$ cat config.mk
export PLATFORM = sky130hd
export DESIGN_NAME = ddr_bank_sequencer
export DESIGN_NICKNAME = d
export VERILOG_FILES = /design/src/rtl/ddr_bank_sequencer.sv
export SDC_FILE = /design/constraint.sdc
export NUM_CORES = 1
export LEC_CHECK = 0
export CAP_MARGIN = 20
export CORE_MARGIN = 2
export CORE_UTILIZATION = 60
export CTS_CLUSTER_DIAMETER = 200
export DETAILED_ROUTE_END_ITERATION = 8
export PLACE_DENSITY = 0.81
export SETUP_SLACK_MARGIN = 0.15
export SYNTH_ARGS = -nofsm -noshare
export SYNTH_HDL_FRONTEND = slang
export SYNTH_SLANG_ARGS = --single-unit
$ cat constraint.sdc
create_clock -name CLK -period 7.4 [get_ports CLK]
set_input_delay 2.22 -clock CLK [delete_from_list [all_inputs] [get_ports CLK]]
set_output_delay 2.22 -clock CLK [all_outputs]
set_load 0.05 [all_outputs]
$ cat src/rtl/ddr_bank_sequencer.sv
// ddr_bank_sequencer
//   Multi-bank DDR command sequencer. Tracks the open row of every bank and
//   converts each accepted read/write request into the minimal
//   PRCH/ACTV/READ/WRTE sequence, honouring tRP/tRCD spacing, and inserts a
//   periodic auto-refresh (PRCH-all when needed, then AREF and tRFC wait).
//
// Ports
//   CLK           clock
//   RST           asynchronous active-low reset
//   REQ_VALID     request present
//   REQ_WE        1 = write, 0 = read
//   REQ_BANK      target bank
//   REQ_ROW       target row
//   REQ_READY     request accepted when REQ_VALID & REQ_READY
//   COMMAND       command bus: 0 NOP, 1 PRCH, 2 ACTV, 3 READ, 4 WRTE, 5 AREF
//   CMD_BANK      bank for COMMAND
//   CMD_ROW       row for ACTV
//   CMD_ALL       with PRCH: precharge all banks (A10)
//   DO_WRITE      high in the cycle WRTE is on COMMAND
//   REFRESH_BUSY  refresh pending or refresh sequence in progress
//
// All outputs are registered; the state register always names the state whose
// command is currently on COMMAND.

module ddr_bank_sequencer #(
   parameter int ROW_W  = 12,
   parameter int BANK_W = 2,
   parameter int T_RP   = 3,
   parameter int T_RCD  = 2,
   parameter int T_RFC  = 10,
   parameter int T_REFI = 1560
) (
   input  logic              CLK,
   input  logic              RST,
   input  logic              REQ_VALID,
   input  logic              REQ_WE,
   input  logic [BANK_W-1:0] REQ_BANK,
   input  logic [ROW_W-1:0]  REQ_ROW,
   output logic              REQ_READY,
   output logic [2:0]        COMMAND,
   output logic [BANK_W-1:0] CMD_BANK,
   output logic [ROW_W-1:0]  CMD_ROW,
   output logic              CMD_ALL,
   output logic              DO_WRITE,
   output logic              REFRESH_BUSY
);

   localparam int BANKS    = 2 ** BANK_W;
   localparam int WAIT_MAX = (T_RP > T_RCD) ? ((T_RP > T_RFC) ? T_RP : T_RFC)
                                            : ((T_RCD > T_RFC) ? T_RCD : T_RFC);
   localparam int WAIT_W   = $clog2(WAIT_MAX + 1);
   localparam int REF_W    = $clog2(T_REFI + 1);

   // Wait loads count the NOP cycles left after the first one.
   localparam logic [WAIT_W-1:0] RP_LOAD   = WAIT_W'((T_RP  > 1) ? T_RP  - 2 : 0);
   localparam logic [WAIT_W-1:0] RCD_LOAD  = WAIT_W'((T_RCD > 1) ? T_RCD - 2 : 0);
   localparam logic [WAIT_W-1:0] RFC_LOAD  = WAIT_W'((T_RFC > 1) ? T_RFC - 2 : 0);
   localparam logic [REF_W-1:0]  REFI_LOAD = REF_W'(T_REFI);

   typedef enum logic [2:0] {
      CMD_NOP  = 3'd0,
      CMD_PRCH = 3'd1,
      CMD_ACTV = 3'd2,
      CMD_READ = 3'd3,
      CMD_WRTE = 3'd4,
      CMD_AREF = 3'd5
   } cmd_e;

   typedef enum logic [3:0] {
      IDLE, PRE, WAIT_RP, ACT, WAIT_RCD, RW,
      REF_PRE, REF_WAIT_RP, REF, REF_WAIT_RFC
   } state_e;

   state_e              state;
   logic [BANKS-1:0]    bank_open;
   logic [ROW_W-1:0]    bank_row [BANKS];
   logic                lat_we;
   logic [BANK_W-1:0]   lat_bank;
   logic [ROW_W-1:0]    lat_row;
   logic [WAIT_W-1:0]   wait_cnt;
   logic [REF_W-1:0]    ref_cnt;
   logic                refresh_pending;
   logic                ref_expire;
   logic                req_hit;

   always_comb begin
      req_hit    = 1'b0;
      ref_expire = (ref_cnt == '0);
      if (bank_open[REQ_BANK] && (bank_row[REQ_BANK] == REQ_ROW))
         req_hit = 1'b1;
   end

   always_ff @(posedge CLK or negedge RST) begin
      if (!RST) begin
         state           <= IDLE;
         COMMAND         <= CMD_NOP;
         CMD_BANK        <= '0;
         CMD_ROW         <= '0;
         CMD_ALL         <= 1'b0;
         DO_WRITE        <= 1'b0;
         REQ_READY       <= 1'b0;
         REFRESH_BUSY    <= 1'b0;
         bank_open       <= '0;
         for (int unsigned i = 0; i < BANKS; i++)
            bank_row[i] <= '0;
         lat_we          <= 1'b0;
         lat_bank        <= '0;
         lat_row         <= '0;
         wait_cnt        <= '0;
         ref_cnt         <= REFI_LOAD;
         refresh_pending <= 1'b0;
      end else begin
         COMMAND      <= CMD_NOP;
         CMD_ALL      <= 1'b0;
         DO_WRITE     <= 1'b0;
         REQ_READY    <= 1'b0;
         // Busy follows the next value of refresh_pending unless a REF_*
         // state is entered below.
         REFRESH_BUSY <= refresh_pending | ref_expire;

         case (state)
            IDLE: begin
               if (refresh_pending) begin
                  REFRESH_BUSY <= 1'b1;
                  CMD_BANK     <= '0;
                  if (|bank_open) begin
                     state     <= REF_PRE;
                     COMMAND   <= CMD_PRCH;
                     CMD_ALL   <= 1'b1;
                     bank_open <= '0;
                  end else begin
                     state           <= REF;
                     COMMAND         <= CMD_AREF;
                     refresh_pending <= 1'b0;
                  end
               end else if (REQ_VALID && REQ_READY) begin
                  lat_we   <= REQ_WE;
                  lat_bank <= REQ_BANK;
                  lat_row  <= REQ_ROW;
                  CMD_BANK <= REQ_BANK;
                  if (req_hit) begin
                     state    <= RW;
                     COMMAND  <= REQ_WE ? CMD_WRTE : CMD_READ;
                     DO_WRITE <= REQ_WE;
                  end else if (bank_open[REQ_BANK]) begin
                     state               <= PRE;
                     COMMAND             <= CMD_PRCH;
                     bank_open[REQ_BANK] <= 1'b0;
                  end else begin
                     state               <= ACT;
                     COMMAND             <= CMD_ACTV;
                     CMD_ROW             <= REQ_ROW;
                     bank_open[REQ_BANK] <= 1'b1;
                     bank_row[REQ_BANK]  <= REQ_ROW;
                  end
               end else begin
                  REQ_READY <= !ref_expire;
               end
            end

            PRE, WAIT_RP: begin
               if ((state == PRE) ? (T_RP == 1) : (wait_cnt == '0)) begin
                  state               <= ACT;
                  COMMAND             <= CMD_ACTV;
                  CMD_BANK            <= lat_bank;
                  CMD_ROW             <= lat_row;
                  bank_open[lat_bank] <= 1'b1;
                  bank_row[lat_bank]  <= lat_row;
               end else begin
                  state    <= WAIT_RP;
                  wait_cnt <= (state == PRE) ? RP_LOAD : wait_cnt - 1'b1;
               end
            end

            ACT, WAIT_RCD: begin
               if ((state == ACT) ? (T_RCD == 1) : (wait_cnt == '0)) begin
                  state    <= RW;
                  COMMAND  <= lat_we ? CMD_WRTE : CMD_READ;
                  CMD_BANK <= lat_bank;
                  DO_WRITE <= lat_we;
               end else begin
                  state    <= WAIT_RCD;
                  wait_cnt <= (state == ACT) ? RCD_LOAD : wait_cnt - 1'b1;
               end
            end

            RW: begin
               state     <= IDLE;
               REQ_READY <= !(refresh_pending | ref_expire);
            end

            REF_PRE, REF_WAIT_RP: begin
               REFRESH_BUSY <= 1'b1;
               if ((state == REF_PRE) ? (T_RP == 1) : (wait_cnt == '0)) begin
                  state           <= REF;
                  COMMAND         <= CMD_AREF;
                  CMD_BANK        <= '0;
                  refresh_pending <= 1'b0;
               end else begin
                  state    <= REF_WAIT_RP;
                  wait_cnt <= (state == REF_PRE) ? RP_LOAD : wait_cnt - 1'b1;
               end
            end

            REF, REF_WAIT_RFC: begin
               if ((state == REF) ? (T_RFC == 1) : (wait_cnt == '0)) begin
                  state     <= IDLE;
                  REQ_READY <= !(refresh_pending | ref_expire);
               end else begin
                  REFRESH_BUSY <= 1'b1;
                  state        <= REF_WAIT_RFC;
                  wait_cnt     <= (state == REF) ? RFC_LOAD : wait_cnt - 1'b1;
               end
            end

            default: state <= IDLE;
         endcase

         // Placed after the FSM so an expiry coinciding with AREF stays pending.
         if (ref_expire) begin
            ref_cnt         <= REFI_LOAD;
            refresh_pending <= 1'b1;
         end else begin
            ref_cnt <= ref_cnt - 1'b1;
         end
      end
   end

endmodule

### Word-level counts from Yosys, hierarchy flattened

Index checks and enable logic that the tools add are counted.

* $add $sub $neg: 2
* multiply operators: 0
* divide/modulo/power cells: 0
* magnitude comparators: 8
* eq/ne operators: 25
* shift-type cells: 0
* multiplexer cells: 94
* bitwise operators: 8
* reduce and logical (&&, ||, !) cells: 26

Operators with widths (count)
* 48-bit two-way mux: 5
* 12-bit two-way mux: 9
* 48-bit bitwise mux: 2
* 48-bit one-hot mux with 2 select lines: 1
* 4-bit two-way mux: 19
* 12-bit demux with 2-bit select: 2
* 3-bit two-way mux: 9
* 12-bit binary-select mux with 2-bit select: 1
* 1-bit two-way mux: 24
* 12-bit one-hot mux with 2 select lines: 1
* 2-bit inequality test (second input constant): 11
* 4-bit one-hot mux with 5 select lines: 1
* 4-bit by 3-bit equality test with 1-bit output (second input constant): 4
* 2-bit two-way mux: 8
* 4-bit one-hot mux with 4 select lines: 1
* 5-bit AND reduction: 3
* 12-bit equality test: 1
* 3-bit inequality test (second input constant): 4
* 3-bit one-hot mux with 4 select lines: 1
* 11-bit zero test: 1
* 11-bit two-way mux: 1
* 11-bit by 1-bit subtractor with 11-bit output (second input constant): 1
* 4-bit by 2-bit equality test with 1-bit output (second input constant): 2
* 4-bit equality test (second input constant): 2
* 29 further kinds: 49

* register bits after elaboration: 108
* latch bits: 0
* RAM bits: 0
* memory bits (read-only): 0
* output and inout port bits: 21
* memories: 0

### Longest topological paths before layout

Gate-level depths: netlist (run 1).

* word-level depth: 11
* mapped depth: 11

### Worst setup path after synthesis (run 1)

Ideal clock, no wire load.

* path kind: input -> register
* from: input port REQ_BANK[0]
* to: register COMMAND[0]
* library setup time: 0.139 ns
* arrival: 4.277 ns
* slack: 2.984 ns
* cell stages on the path: 8
* buffers on the path: 2
* cells stage by stage: buf_2 buf_2 mux4_2 xnor2_1 nand4_1 nor4_2 a41oi_1 or4_1

* cells in the longest elaborated chain, start to end: 11
* elaborated cells on any way between the ends: 14
* those cells by class: 1 x eq/ne; 11 x mux; 1 x bitwise; 1 x reduce/logical

Ends and longest elaborated chain
* start, declared: RTL line 37 `input logic [BANK_W-1:0] REQ_BANK,`
* 2-bit NOT with 3-bit output (not written as such): RTL line 89 `if (bank_open[REQ_BANK] && (bank_row[REQ_BANK] == REQ_ROW))`
* 12-bit binary-select mux with 2-bit select: RTL line 89
* 12-bit two-way mux (not written as such) (2 in series): RTL line 89
* 12-bit equality test: RTL line 89
* 1-bit logical AND: RTL line 89
* 1-bit two-way mux: RTL line 89
* 3-bit two-way mux *: RTL line 141 `if (req_hit) begin`
* 3-bit two-way mux *: RTL line 136 `end else if (REQ_VALID && REQ_READY) begin`
* 3-bit two-way mux *: RTL line 123 `if (refresh_pending) begin`
* 3-bit one-hot mux with 4 select lines *: RTL line 121 `case (state)`
* end signal, assigned: RTL line 143 `COMMAND <= REQ_WE ? CMD_WRTE : CMD_READ;`
* end signal, assigned: RTL line 178 `COMMAND <= lat_we ? CMD_WRTE : CMD_READ;`
* end, declared: RTL line 40 `output logic [2:0] COMMAND,`

Every way passes the cells marked *; elsewhere a longest branch is shown, timed or not. The select of a mux whose other input is x is not followed.
A chain may end at the register's enable or synchronous reset.

### Final worst setup path (run 1)

* from: input port REQ_BANK[0]
* to: register bank_row[31] in the netlist's numbering

* cells in the longest elaborated chain, start to end: 11
* elaborated cells on any way between the ends: 23
* those cells by class: 2 x order compare; 3 x eq/ne; 14 x mux; 1 x bitwise; 3 x reduce/logical

Ends and longest elaborated chain
* 2-bit NOT with 3-bit output (not written as such): RTL line 89, 154
* 3-bit >= comparator (not written as such) / 3-bit by 1-bit less-than comparator with 1-bit output (equally long branches): RTL line 154 `bank_row[REQ_BANK] <= REQ_ROW;`
* 1-bit logical AND (not written as such): RTL line 154
* 12-bit two-way mux (not written as such): RTL line 154
* 12-bit demux with 2-bit select: RTL line 154
* 48-bit bitwise mux: RTL line 154
* 48-bit two-way mux: RTL line 145 `end else if (bank_open[REQ_BANK]) begin`
* 48-bit two-way mux: RTL line 141
* 48-bit two-way mux: RTL line 136
* 48-bit two-way mux: RTL line 123
* 48-bit one-hot mux with 2 select lines: RTL line 121
* end signal, assigned by index: RTL line 168 `bank_row[lat_bank] <= lat_row;`
* end, declared: RTL line 76 `logic [ROW_W-1:0] bank_row [BANKS];`

Parallel ways exist; a longest one is shown, timed or not. The select of a mux whose other input is x is not followed.

==> impl_metrics.tcl, run 1 <==
set metrics [dict create \
    status "finished, final reports clean" \
    cp_slowest_cell "clkdlybuf4s50_1" \
    max_slew_margin_pct 29.0 \
    final_common_cell "nand2_1" \
    reg2reg_depth 6 \
    fin_skew_ns 0.0131 \
    antenna_found_initial 0 \
    cp_max_fo 29 \
    die_area_um2 10700 \
    cts_setup_buffers 0 \
    cpPeakStageDelay_ns 1.10 \
    syn-num-nets 640 \
    synth_area_um2 5910 \
    insertion_delay_ns 0.38 \
    cts_sinks 108 \
    power_density_nw_per_um2 373 \
    ys_ff_latch 108 \
    clkTransAtPathRegs_ns 0.10 \
    ios 39 \
    rsz0062_at_grt "false" \
    final-setup-viol-count 0 \
    ys_warn_count 0 \
    syn_to_final_growth_pct 9.17 \
    synth_edf_count 0 \
    async_flop_share_pct 100 \
    slew_violations 0 \
    gp_congestion 0.897 \
    hp-class "flip-flop to flip-flop" \
    r2r_start "state[3]$_DFFE_PN0P_" \
    grt_usage_pct 28.9 \
    clock.fmax_ghz 0.187 \
    yosysUniqueCellTypes 52 \
    critPathLaunchType "input port" \
    grt_pass1_vias 4761 \
    routed-via-count 4825 \
    fin_nets 645 \
    grt_pass1_wl_um 23600 \
    cts_buffers 9 \
    worst_pin_slew_ns 1.06 \
    cp-endpoint "bank_row[31]$_DFFE_PN0P_" \
    die_y_um 103 \
    die_x_um 103 \
    cts_resized 0 \
    start_util_pct 61.0 \
    required_ns 7.70 \
    drc_errors 0 \
    rrSetupSlack_ns 3.58 \
    grt-ovfl-total 0 \
    cts_root_buf "clkbuf_8" \
    grt_max_degree 71 \
    p_leak_nw 2.67 \
    vias_per_cell 6.33 \
    h-tree-depth 3 \
    maxCapViolCount 0 \
    synth.yosys.seq_area_share_pct 45.8 \
    cp_cell_sequence "clkdlybuf4s50_1, mux4_2, o21a_1, or2_1, nand2_1, o21ai_2" \
    first_iter_violations 374 \
    io_buffers 38 \
    holdWs_ns 0.489 \
    core_area_um2 9680 \
    num_rows 36 \
    cts_hold_buffers 0 \
    hold_viol_final 0 \
    drt-total-wl_um 14400 \
    setup_tns_ns 0 \
    finalCriticalPeriod_ns 5.34 \
    r2r-end "bank_row[31]$_DFFE_PN0P_" \
    dr.pass1.iters 6 \
    yosys_most_used_dff "dfrtp_1" \
    clk_path_buf_depth 2 \
    syn_inst 619 \
    dp_hpwl_um 9460 \
    fin_crit_sh_pct 72.2 \
    ant_nets 0 \
    crit_start "REQ_BANK[0]" \
    crit_path_end_kind "flip-flop" \
    drive_gt1_share_pct 12.2 \
    ir_drop_v 0.000252 \
    antenna_cells 0 \
    tritoncts "built" \
    layout_common_cells "nand2_1, dfrtp_1, a32oi_1" \
    hold_depth 2 \
    cp.arrival_ns 5.64 \
    critPathKind "input port to flip-flop" \
    detail_route.wl_per_cell_um 18.8 \
    syn_area_per_cell_um2 9.55 \
]
## kinds of logic (layout without fill, tap and decap cells)
logic type	count (synthesis)	after routing	synth area share (%)
compound gates	167	167	20.0
xor+xnor	25	25	3.70
simple gates	208	208	15.8
fa+ha+maj	5	5	0.974
flops	108	108	45.8
buf+inv	71	81	5.97
mux	35	35	7.71
## layout make-up
class | instances | area [um2]
Clock buffer | 11 | 131
Clock inverter | 5 | 36.3
Fill cell | 787 | 3230
Inverter | 14 | 52.6
Multi-Input combinational cell | 440 | 2880
Sequential cell | 108 | 2710
Tap cell | 133 | 166
Timing Repair Buffer | 51 | 475
## critical path: cells and delay by family
family / cells / cell delay (ns)
buffers and inverters: 1 / 1.10
AND/OR/NAND/NOR: 2 / 1.09
AO/OA/AOI/OAI: 2 / 0.78
multiplexers: 1 / 0.42
## per-layer routing
layer	track usage, %	wire [um]	vias to the layer above
met5	0	0	-
met4	12.1	276	0
met3	3.76	845	25
met2	47.5	7070	206
met1	39.0	6170	2349
li1	-	-	2245
## flip-flops by register name (all words and copies together) (netlist names), 2 cells and up
| name | flops |
|---|---|
| bank_open | 4 |
| state | 4 |
| bank_row | 48 |
| lat_bank | 2 |
| lat_row | 12 |
| ref_cnt | 11 |
| wait_cnt | 4 |
| CMD_BANK | 2 |
| CMD_ROW | 12 |
| COMMAND | 3 |
## through the flow
stage / power, mW / worst slack [ns] / instances / utilization (%) / area (um2)
final: 2.40 / 2.06 / 762 / 66.6 / 6450
after global routing: 2.56 / 1.79 / 762 / 66.6 / 6450
after CTS: 2.39 / 2.10 / 762 / 66.6 / 6450
after detailed placement: 2.07 / 1.71 / 746 / 64.9 / 6280
after global placement: 2.03 / 1.80 / 746 / 64.9 / 6280
after floorplan: 1.74 / 2.98 / 619 / - / 5910
## where the power goes
part	internal (mW)	switching [mW]	leakage [nW]
Sequential	0.763	0.175	1.40
Clock	0.124	0.203	0.0760
Combinational	0.421	0.718	1.19
Total	1.31	1.10	2.67
## worst min path at each step
| stage | start | to | slack, ns |
|---|---|---|---|
| finish | bank_row[45]$_DFFE_PN0P_ | bank_row[45]$_DFFE_PN0P_ | 0.49 |
| global route | bank_row[9]$_DFFE_PN0P_ | bank_row[9]$_DFFE_PN0P_ | 0.51 |
| CTS | bank_row[27]$_DFFE_PN0P_ | bank_row[27]$_DFFE_PN0P_ | 0.49 |
| detailed placement | bank_row[27]$_DFFE_PN0P_ | bank_row[27]$_DFFE_PN0P_ | 0.47 |
| global placement | bank_row[42]$_DFFE_PN0P_ | bank_row[42]$_DFFE_PN0P_ | 0.46 |
| floorplan | bank_row[17]$_DFFE_PN0P_ | bank_row[17]$_DFFE_PN0P_ | 0.44 |
## synthesized netlist by cell type (all sizes together) (2+ instances only)
library cell  number  area [um2]
a211oi             2        15.0
a21oi             13        65.1
a22oi              3        22.5
a32oi             49         429
a41oi              5        43.8
and2               6        37.5
and3               2        12.5
buf               18         154
clkbuf            39         146
dfrtp            104        2600
dfstp              4         105
ha                 3        37.5
inv               14        52.6
maj3               2        20.0
mux2               4        45.0
mux2i             23         230
mux4               8         180
nand2            120         450
nand2b             2        12.5
nand3              8        40.0
nand4              4        25.0
nor2              30         113
nor2b              4        25.0
nor3               6        30.0
nor4              10        68.8
nor4b              2        17.5
o211ai             2        15.0
o21a               2        15.0
o21ai             80         490
o22ai              3        18.8
o31ai              3        22.5
or2                5        31.3
or3                2        12.5
or4                5        41.3
xnor2             19         166
xor2               6        52.6
(Power assumes the default switching activity.)
==> run 2, diff against run 1 <==
- CORE_UTILIZATION: 60 -> 54
- PLACE_DENSITY: 0.81 -> 0.77
- clock period: 7.4 -> 4.5 ns (I/O delays scaled with it)
==> run 2 against run 1 <==
  * Routed wire length increased by 2.5%
  * Cell area is 1.6% higher
  * Utilization is 5.6 points lower
  * Cell count is 2.0% higher
  * Worst hold slack is essentially flat
  * Sequential share of layout area is 0.67 points lower
  * Register-to-register slack worse by 2.3 ns
  * Largest cell class unchanged
  * Largest power group unchanged
==> impl_metrics.tcl, run 2 (synthesized netlist as in run 1, its figures left out) <==
set metrics [dict create \
    detail_route.wl_per_cell_um 18.9 \
    gp_congestion 0.876 \
    crit_path_end_kind "flip-flop" \
    cp_cell_sequence "clkdlybuf4s50_1, mux4_2, xnor2_1, nand4_1, nor4_2, a41oi_1, or4_1" \
    hold_viol_final 0 \
    die_x_um 109 \
    cts_resized 0 \
    h-tree-depth 3 \
    ios 39 \
    final_common_cell "nand2_1" \
    critPathLaunchType "input port" \
    rsz0062_at_grt "false" \
    drt-total-wl_um 14700 \
    cp.arrival_ns 4.30 \
    first_iter_violations 418 \
    fin_crit_sh_pct 90.1 \
    p_leak_nw 2.73 \
    num_rows 38 \
    holdWs_ns 0.489 \
    insertion_delay_ns 0.39 \
    cts_setup_buffers 0 \
    critPathBufInv 1 \
    hp-class "flip-flop to flip-flop" \
    dp_hpwl_um 9880 \
    top_register "bank_row" \
    clk_path_buf_depth 2 \
    start_util_pct 55.0 \
    power_density_nw_per_um2 619 \
    pwr-share-clk_pct 15.1 \
    swShare_pct 45.0 \
    worst_pin_slew_ns 1.02 \
    cts_hold_buffers 0 \
    ir_drop_v 0.000366 \
    multi_input_area_um2 2880 \
    layout_common_cells "nand2_1, dfrtp_1, a32oi_1" \
    drc_errors 0 \
    p_seq_share_pct 38.1 \
    post-place-ws_ns 0.0838 \
    vias_per_cell 6.25 \
    core_area_um2 10700 \
    cts_root_buf "clkbuf_8" \
    required_ns 4.75 \
    fillers 945 \
    largest_register_ffs 48 \
    power_frac_comb_pct 46.8 \
    dr.pass1.iters 5 \
    final-setup-viol-count 0 \
    critPathKind "input port to flip-flop" \
    antenna_cells 0 \
    clock.fmax_ghz 0.247 \
    die_y_um 109 \
    grt_pass1_wl_um 24700 \
    cts_sinks 108 \
    min_to "bank_row[1]$_DFFE_PN0P_" \
    fin_nets 653 \
    grt_usage_pct 27.2 \
    max_slew_margin_pct 31.9 \
    cpPeakStageDelay_ns 0.86 \
    io_buffers 38 \
    grt_max_degree 47 \
    routed-via-count 4860 \
    ant_nets 0 \
    die_area_um2 11800 \
    hp-start "bank_row[1]$_DFFE_PN0P_" \
    hold_depth 2 \
    crit_family "simple AND/OR/NAND/NOR gates" \
    maxCapViolCount 0 \
    grt-ovfl-total 0 \
    cp_slowest_cell "clkdlybuf4s50_1" \
    cp_max_fo 8 \
    setup_ws_ns 0.445 \
    fin_skew_ns 0.0123 \
    finalCriticalPeriod_ns 4.06 \
    ff_latch_area_um2 2710 \
    reg_top3 "bank_row: 48 flops, CMD_ROW: 12 flops, lat_row: 12 flops" \
    drive_gt1_share_pct 13.5 \
    tritoncts "built" \
    reg2reg_depth 7 \
    p_int_mw 2.23 \
    p_switching_mw 1.82 \
    rrSetupSlack_ns 1.27 \
    syn_to_final_growth_pct 10.9 \
    antenna_found_initial 0 \
    cts_buffers 9 \
    r2r-end "bank_row[31]$_DFFE_PN0P_" \
    setup_tns_ns 0 \
    grt_pass1_vias 4882 \
    slew_violations 0 \
    status "finished, final reports clean" \
    clkTransAtPathRegs_ns 0.10 \
    r2r_start "state[3]$_DFFE_PN0P_" \
]
[run 2: cell types whose count changed in the layout (fill, tap and decap cells not counted), sizes merged]
| cell | delta |
|---|---|
| buf | +7 |
| clkinv | +2 |
| clkdlybuf4s18 | +1 |
| bufinv | +1 |
| clkinvlp | -3 |
[run 2: how the worst max path moves through the flow]
stage | slack, ns | cells past startpoint | endpoint | start
floorplan | 0.95 | 8 | COMMAND[0]$_DFF_PN0_ | REQ_BANK[0]
global placement | 0.09 | 7 | COMMAND[1]$_DFF_PN0_ | REQ_BANK[0]
detailed placement | 0.08 | 7 | bank_row[31]$_DFFE_PN0P_ | REQ_BANK[0]
CTS | 0.48 | 7 | bank_row[33]$_DFFE_PN0P_ | REQ_BANK[0]
global route | 0.22 | 7 | COMMAND[1]$_DFF_PN0_ | REQ_BANK[0]
finish | 0.44 | 7 | COMMAND[0]$_DFF_PN0_ | REQ_BANK[0]
[run 2: stage by stage]
stage	total power, mW	instance area, um2	util [%]	instances
2_1_floorplan	2.86	5910	-	619
3_3_place_gp	3.37	6350	59.1	760
3_5_place_dp	3.43	6360	59.2	761
4_1_cts	4.05	6560	61.0	777
5_1_grt	4.31	6560	61.0	777
6_report	4.06	6560	61.0	777
[run 2: worst min-delay path, delay by kind of cell, from the launching register on]
family	cells	cell delay [ns]
simple gates	1	0.06
compound gates	1	0.05
flops	1	0.35
[run 2: cell type report]
type | instances | share of cell area, %
Clock buffer | 11 | 2.16
Clock inverter | 5 | 0.916
Inverter | 14 | 0.801
Multi-Input combinational cell | 440 | 44.0
Sequential cell | 108 | 41.3
Tap cell | 140 | 2.67
Timing Repair Buffer | 59 | 8.20
[run 2: per-layer routing]
layer	vias up	GRT usage (%)	part of all wire, %
met5	-	0	0
met4	0	9.98	2.5
met3	34	4.42	4.7
met2	156	47.6	52
met1	2408	34.0	41
li1	2262	-	-
[run 2: power by group through the flow]
stage	clock network, mW	logic [mW]	registers, mW
finish	0.613	1.90	1.54
global route	0.655	2.07	1.58
CTS	0.626	1.89	1.54
detailed placement	0	1.88	1.55
global placement	0	1.83	1.54
floorplan	0	1.19	1.67
